$ cat config.mk
export PLATFORM = sky130hd
export DESIGN_NAME = alu_cmd_issuer
export DESIGN_NICKNAME = d
export VERILOG_FILES = /design/src/rtl/alu_pkg.sv /design/src/rtl/alu_cmd_issuer.sv
export SDC_FILE = /design/constraint.sdc
export NUM_CORES = 1
export LEC_CHECK = 0
export BUFFER_PORTS_ARGS = -buffer_cell sky130_fd_sc_hd__buf_2
export CAP_MARGIN = 10
export CORE_UTILIZATION = 44
export CTS_BUF_LIST = sky130_fd_sc_hd__clkbuf_16
export DETAILED_ROUTE_END_ITERATION = 10
export PLACE_DENSITY = 0.78
export SLEW_MARGIN = 5
export SYNTH_ARGS = -nofsm -noshare
export SYNTH_HDL_FRONTEND = slang
export SYNTH_SLANG_ARGS = --single-unit
$ cat constraint.sdc
create_clock -name clk -period 1.67 [get_ports clk]
set_input_delay 0 -clock clk [delete_from_list [all_inputs] [get_ports clk]]
set_output_delay 0 -clock clk [all_outputs]
set_load 0.02 [all_outputs]
$ cat src/rtl/alu_pkg.sv
// Shared definitions for the 4-bit ALU and its command issuer: opcodes,
// issuer state encoding and the default datapath width.
package alu_pkg;

  localparam int ALU_W = 4;

  localparam logic [1:0] OP_ADD = 2'b00;
  localparam logic [1:0] OP_SUB = 2'b01;
  localparam logic [1:0] OP_AND = 2'b10;
  localparam logic [1:0] OP_OR  = 2'b11;

  typedef enum logic [1:0] {
    IDLE = 2'd0,
    EXEC = 2'd1,
    RESP = 2'd2
  } state_t;

endpackage

$ cat src/rtl/alu_cmd_issuer.sv
// Drives a combinational ALU from registered operands and returns the result
// over valid/ready. Optional result flags under `ALU_ISSUER_FLAGS_EN.
//
// Handshakes: a transfer happens on a rising edge where valid && ready are
// both high; valid is never withdrawn by this block before its transfer and
// the payload is held stable while valid is high.
module alu_cmd_issuer
  import alu_pkg::*;
#(
  parameter int W     = ALU_W,
  parameter int CNT_W = 8
) (
  input  logic             clk,
  input  logic             rst,
  input  logic             cmd_valid,
  output logic             cmd_ready,
  input  logic [W-1:0]     cmd_a,
  input  logic [W-1:0]     cmd_b,
  input  logic [1:0]       cmd_op,
  input  logic             cmd_use_acc,
  output logic [W-1:0]     alu_a,
  output logic [W-1:0]     alu_b,
  output logic [1:0]       alu_op,
  input  logic [W-1:0]     alu_result,
  output logic             rsp_valid,
  input  logic             rsp_ready,
  output logic [W-1:0]     rsp_data,
`ifdef ALU_ISSUER_FLAGS_EN
  output logic             rsp_zero,
  output logic             rsp_neg,
`endif
  output logic [W-1:0]     acc,
  output logic [CNT_W-1:0] ops_done,
  output logic [1:0]       state_dbg
);

  state_t       state, state_nx;
  logic [W-1:0] a_reg, b_reg;
  logic [1:0]   op_reg;
  logic         cmd_fire, rsp_fire;

  assign cmd_fire  = cmd_valid && cmd_ready;
  assign rsp_fire  = rsp_valid && rsp_ready;
  assign alu_a     = a_reg;
  assign alu_b     = b_reg;
  assign alu_op    = op_reg;
  assign state_dbg = state;

  always_ff @(posedge clk) begin
    if (rst) begin
      state    <= IDLE;
      a_reg    <= '0;
      b_reg    <= '0;
      op_reg   <= '0;
      rsp_data <= '0;
      acc      <= '0;
      ops_done <= '0;
`ifdef ALU_ISSUER_FLAGS_EN
      rsp_zero <= 1'b0;
      rsp_neg  <= 1'b0;
`endif
    end else begin
      state <= state_nx;
      // Operands only move on acceptance so the ALU inputs stay put otherwise.
      if (cmd_fire) begin
        a_reg  <= cmd_use_acc ? acc : cmd_a;
        b_reg  <= cmd_b;
        op_reg <= cmd_op;
      end
      if (state == EXEC) begin
        rsp_data <= alu_result;
        acc      <= alu_result;
`ifdef ALU_ISSUER_FLAGS_EN
        rsp_zero <= (alu_result == '0);
        rsp_neg  <= alu_result[W-1];
`endif
      end
      if (rsp_fire) ops_done <= ops_done + 1'b1;
    end
  end

  always_comb begin
    state_nx  = state;
    cmd_ready = 1'b0;
    rsp_valid = 1'b0;
    case (state)
      IDLE: begin
        cmd_ready = 1'b1;
        if (cmd_valid) state_nx = EXEC;
      end
      EXEC: state_nx = RESP;
      RESP: begin
        rsp_valid = 1'b1;
        if (rsp_ready) state_nx = IDLE;
      end
      default: state_nx = IDLE;
    endcase
  end

endmodule

## Word-level counts from Yosys, hierarchy flattened

Cells that the tools add are included.

| word-level totals | value |
|---|---|
| flip-flop bits (word level) | 24 |
| bits of input ports | 19 |
| logic and storage cells | 21 |

| cells by class | value |
|---|---|
| add/subtract/negate cells | 1 |
| eq/ne operators | 4 |
| multiplexer cells | 6 |
| reduce and logical (&&, ||, !) cells | 4 |

Operators by type and width:

| operator | count |
|---|---|
| $add A8 B1 Y8 const B | 1 |
| $pmux W2 S3 | 1 |
| $mux W2 | 2 |
| $mux W4 | 1 |
| $ne A2 B2 Y1 const B | 2 |
| $eq A2 B1 Y1 const B | 1 |
| $eq A2 B2 Y1 const B | 1 |
| $logic_and A1 B1 Y1 | 2 |
| $logic_not A2 Y1 | 1 |
| $mux W1 | 2 |
| $reduce_and A2 Y1 | 1 |

## Depth between registers and ports, before layout

| depth | value |
|---|---|
| word-level depth | 3 |
| mapped depth | 4 |
| gate-level depth less buffers | 4 |

## Worst setup path before layout

Ideal clock, no wire load.

| timing | value |
|---|---|
| kind | flip-flop to flip-flop |
| from | register state[1], in the netlist state_dbg[1] |
| to | register ops_done[5] |
| arrival time | 1.383 ns |
| path slack | 0.216 ns |
| stages on the path, launching flop included | 5 |
| path buffers | 1 |
| path through | dfxtp_1 -> nand3b_4 -> buf_6 -> or4_1 -> a21oi_1 |

| on the way | value |
|---|---|
| cells in the longest elaborated chain, start to end | 3 |

RTL lines:

| element | line | RTL |
|---|---|---|
| from (decl) | alu_cmd_issuer.sv:37 | `state_t state, state_nx;` |
| from (signal assigned) | alu_cmd_issuer.sv:63 | `state <= state_nx;` |
| $eq A2 B2 Y1 | alu_cmd_issuer.sv:86 | `case (state)` |
| $mux W1 | alu_cmd_issuer.sv:86 |  |
| $logic_and A1 B1 Y1 | alu_cmd_issuer.sv:43 | `assign rsp_fire = rsp_valid && rsp_ready;` |
| to (signal assigned) | alu_cmd_issuer.sv:78 | `if (rsp_fire) ops_done <= ops_done + 1'b1;` |
| to (decl) | alu_cmd_issuer.sv:33 | `output logic [CNT_W-1:0] ops_done,` |

Every way passes these cells.
A chain may end at the register's enable or synchronous reset.

## Worst setup path in the final report

| timing | value |
|---|---|
| from | register state[1], in the netlist state_dbg[1] |
| to | register ops_done[6] |

The elaborated chain is that of the path after synthesis.

==> flow_metrics.py <==
metrics = {
    "final_layout": {
        "area_delta_synth_final_pct": 40.3,
        "layout.nets": 176,
        "fillCellCount": 185,
        "utilization_pct": 65.2,
        "drive_above_1_share_pct": 35.5,
        "antenna_cells": 0,
        "fin_cells": 183,
    },
    "worst_hold_path": {
        "hold_class": "in2reg",
    },
    "sta": {
        "finalHoldViolCount": 0,
        "max_slew.worst_pin.slew_ps": 429,
        "timing.setup.tns_ps": 0,
        "fin_crit_sh_pct": 84.9,
        "finalSetupViolCount": 0,
        "drv_slew": 0,
        "slew_headroom_pct": 71.4,
        "finClkSkew_ps": 1.87,
        "rsz0062_at_grt": "false",
        "worst_slack_ps": 252,
        "max_freq_mhz": 705,
        "period_needed_ps": 1420,
    },
    "clock_network": {
        "cts.clk_slew.worst_paths_ps": 60,
        "clockBufferDepth": 2,
        "tritoncts": "yes",
        "insertion_delay_ps": 250,
        "cts_sinks": 24,
        "cts_max_level": 1,
        "numCtsBuffers": 3,
        "cts_resized": 0,
        "postCtsSetupBuffers": 0,
        "cts_root_buffer": "clkbuf_16",
    },
    "global_routing": {
        "grt_overflow_total": 0,
        "grt_max_degree": 25,
        "grt_pass1_vias": 754,
        "antenna_found_initial": 0,
        "track_usage_pct": 17.9,
        "grt_pass1_wl_mm": 3.21,
    },
    "drt": {
        "initialDrtViolationCount": 24,
        "drc": 0,
        "routed.top_layer": "met4",
        "totalWireLength_mm": 2.17,
        "avgViaCountPerCell": 5.07,
        "via_count": 928,
        "dr_wl_met3_microns": 169,
        "wl_met1_microns": 898,
        "wl_per_cell_microns": 11.8,
        "firstDrtPassIters": 4,
        "ant_nets": 0,
        "dr_wl_met2_mm": 1.06,
    },
    "setup_path": {
        "arrival_ps": 1610,
        "start_kind": "register",
        "cpMaxStageDelayCell": "or4_1",
        "setup.worst_path.end_class": "register",
        "cp_num_buf_inv": 0,
        "worstPathRequired_ps": 1860,
        "cp_max_fo": 12,
        "cpPeakStageDelay_ps": 540,
        "crit_type": "reg2reg",
        "cpLargestDelayFamily": "simple AND/OR/NAND/NOR gates",
        "path_cells": "nand3b_4 -> or4_1 -> a21oi_1",
    },
    "yosys": {
        "synth_flop_cell": "dfxtp_1",
        "syn_inst": 103,
        "synth.top_cell.area_share_pct": 47.2,
        "syn_nets": 123,
        "yosysWarnings": 0,
        "async_flop_share_pct": 0,
        "synth_edf_count": 0,
        "synth.distinct_cells": 23,
        "syn_area_sq_mm": 0.00102,
        "synth_area_leaders": "dfxtp_1, mux2i_1, nor2_1, a21oi_1, a211oi_1",
        "synth-seq-cells": 24,
        "synth_common_cells": "dfxtp_1, nor2_1, mux2i_1, a21oi_1",
        "synth_seq_area_share_pct": 47.2,
        "synth_area_per_cell_sq_um": 9.89,
        "yosysMostFrequentCell": "dfxtp_1",
        "synth_top_cell_by_area": "dfxtp_1",
    },
    "floorplan": {
        "rows": 17,
        "coreArea_sq_mm": 0.00219,
        "dieArea_sq_mm": 0.00251,
        "die_y_microns": 50.1,
        "die_w_microns": 50.1,
        "start_util_pct": 46.5,
        "ios": 49,
    },
    "placement": {
        "place_ws_ps": 271,
        "dpl.hpwl_mm": 1.46,
        "dp.cells": 170,
        "finalWeightedCongestion": 0.768,
        "portBuffers": 48,
    },
    "power": {
        "p_leak_nw": 0.714,
        "p_per_area_mw_per_mm2": 1050,
        "vdd_drop_max_v": 0.000788,
    },
    "run": {
        "cap_violations": 0,
    },
    "status": {
        "status": "finished, final reports clean",
    },
}
==> path summary, 6_finish.rpt <==
path                             startpoint                       end  slack (ps)  cells after the start
setup / recovery  state_dbg[1]$_SDFFE_PP0P_  ops_done[6]$_SDFFE_PP0P_         250                      3
hold / removal                     cmd_b[1]     alu_b[1]$_SDFFE_PP0P_           7                      3
hold reg to reg      alu_op[0]$_SDFFE_PP0P_    alu_op[0]$_SDFFE_PP0P_         490                      2
setup reg to reg  state_dbg[1]$_SDFFE_PP0P_  ops_done[6]$_SDFFE_PP0P_         250                      3
==> worst register-to-register path, stage by stage (launching register included) <==
cell	delay [ps]
dfxtp_1	480
nand3b_4	190
or4_1	540
a21oi_1	150
==> final cells by class <==
type	instances	area [sq um]	area share, %
Sequential cell	24	480	33.6
Multi-Input combinational cell	69	470	32.9
Timing Repair Buffer	58	338	23.6
Clock buffer	3	75.1	5.25
Tap cell	28	35.0	2.45
Clock inverter	1	30.0	2.10
==> timing repair <==
action | 4_1_cts | 5_1_grt
hold buffers | 9 | 0
endpoints found under the setup margin | 0 | 0
endpoints found under the hold margin | 9 | 0
==> report_power, final <==
part           switching (mW)  internal, mW
registers              0.0207         0.600
logic                   0.112        0.0908
clock network           0.197         0.476
total                   0.329          1.17
==> per-layer routing <==
metal / vias up / GRT usage (%)
met5: - / 0
met4: 0 / 11.0
met3: 6 / 6.48
met2: 51 / 30.7
met1: 410 / 18.2
li1: 461 / -
==> flip-flops by register name (all words and copies together), names as in the netlist <==
register and cells:
ops_done 8, state_dbg 2, alu_b 4, alu_a 4, alu_op 2, acc 4
==> cell usage in the layout, fill, tap and decap left out <==
cell type and n:
nor2b_1 2, nor3b_2 1, mux2i_1 15, a21oi_1 6, nand2b_1 2, or4_1 3, bufinv_16 1, nor2_1 18
or3_1 2, dfxtp_1 24, xor2_1 2, nand3b_4 1, o31ai_1 3, a211oi_1 4, nand2_1 2, o21ai_0 2
clkbuf_16 3, nand4_1 1, ha_1 1, nand4b_1 1, buf_2 48, nand3_1 3, buf_4 1, dlygate4sd3_1 9
==> through the flow <==
stage | total power, mW | cell area [sq um] | hold WS [ps]
after detailed placement | 0.820 | 1230 | 241
after global routing | 1.55 | 1430 | 8.99
after floorplan | 0.761 | 1020 | 71.6
after global placement | 0.815 | 1230 | 229
after CTS | 1.51 | 1430 | 11.3
final | 1.50 | 1430 | 7.09
==> kinds of logic after synthesis <==
logic type / after synthesis / share of synthesized area (%)
XOR/XNOR: 2 / 1.72
multiplexers: 15 / 14.7
adder cells (fa/ha/maj): 1 / 1.23
flip-flops: 24 / 47.2
AND/OR/NAND/NOR: 36 / 19.4
AO/OA/AOI/OAI: 15 / 9.09
buffers and inverters: 10 / 6.63
No activity file was read; power rests on OpenSTA's default activity.
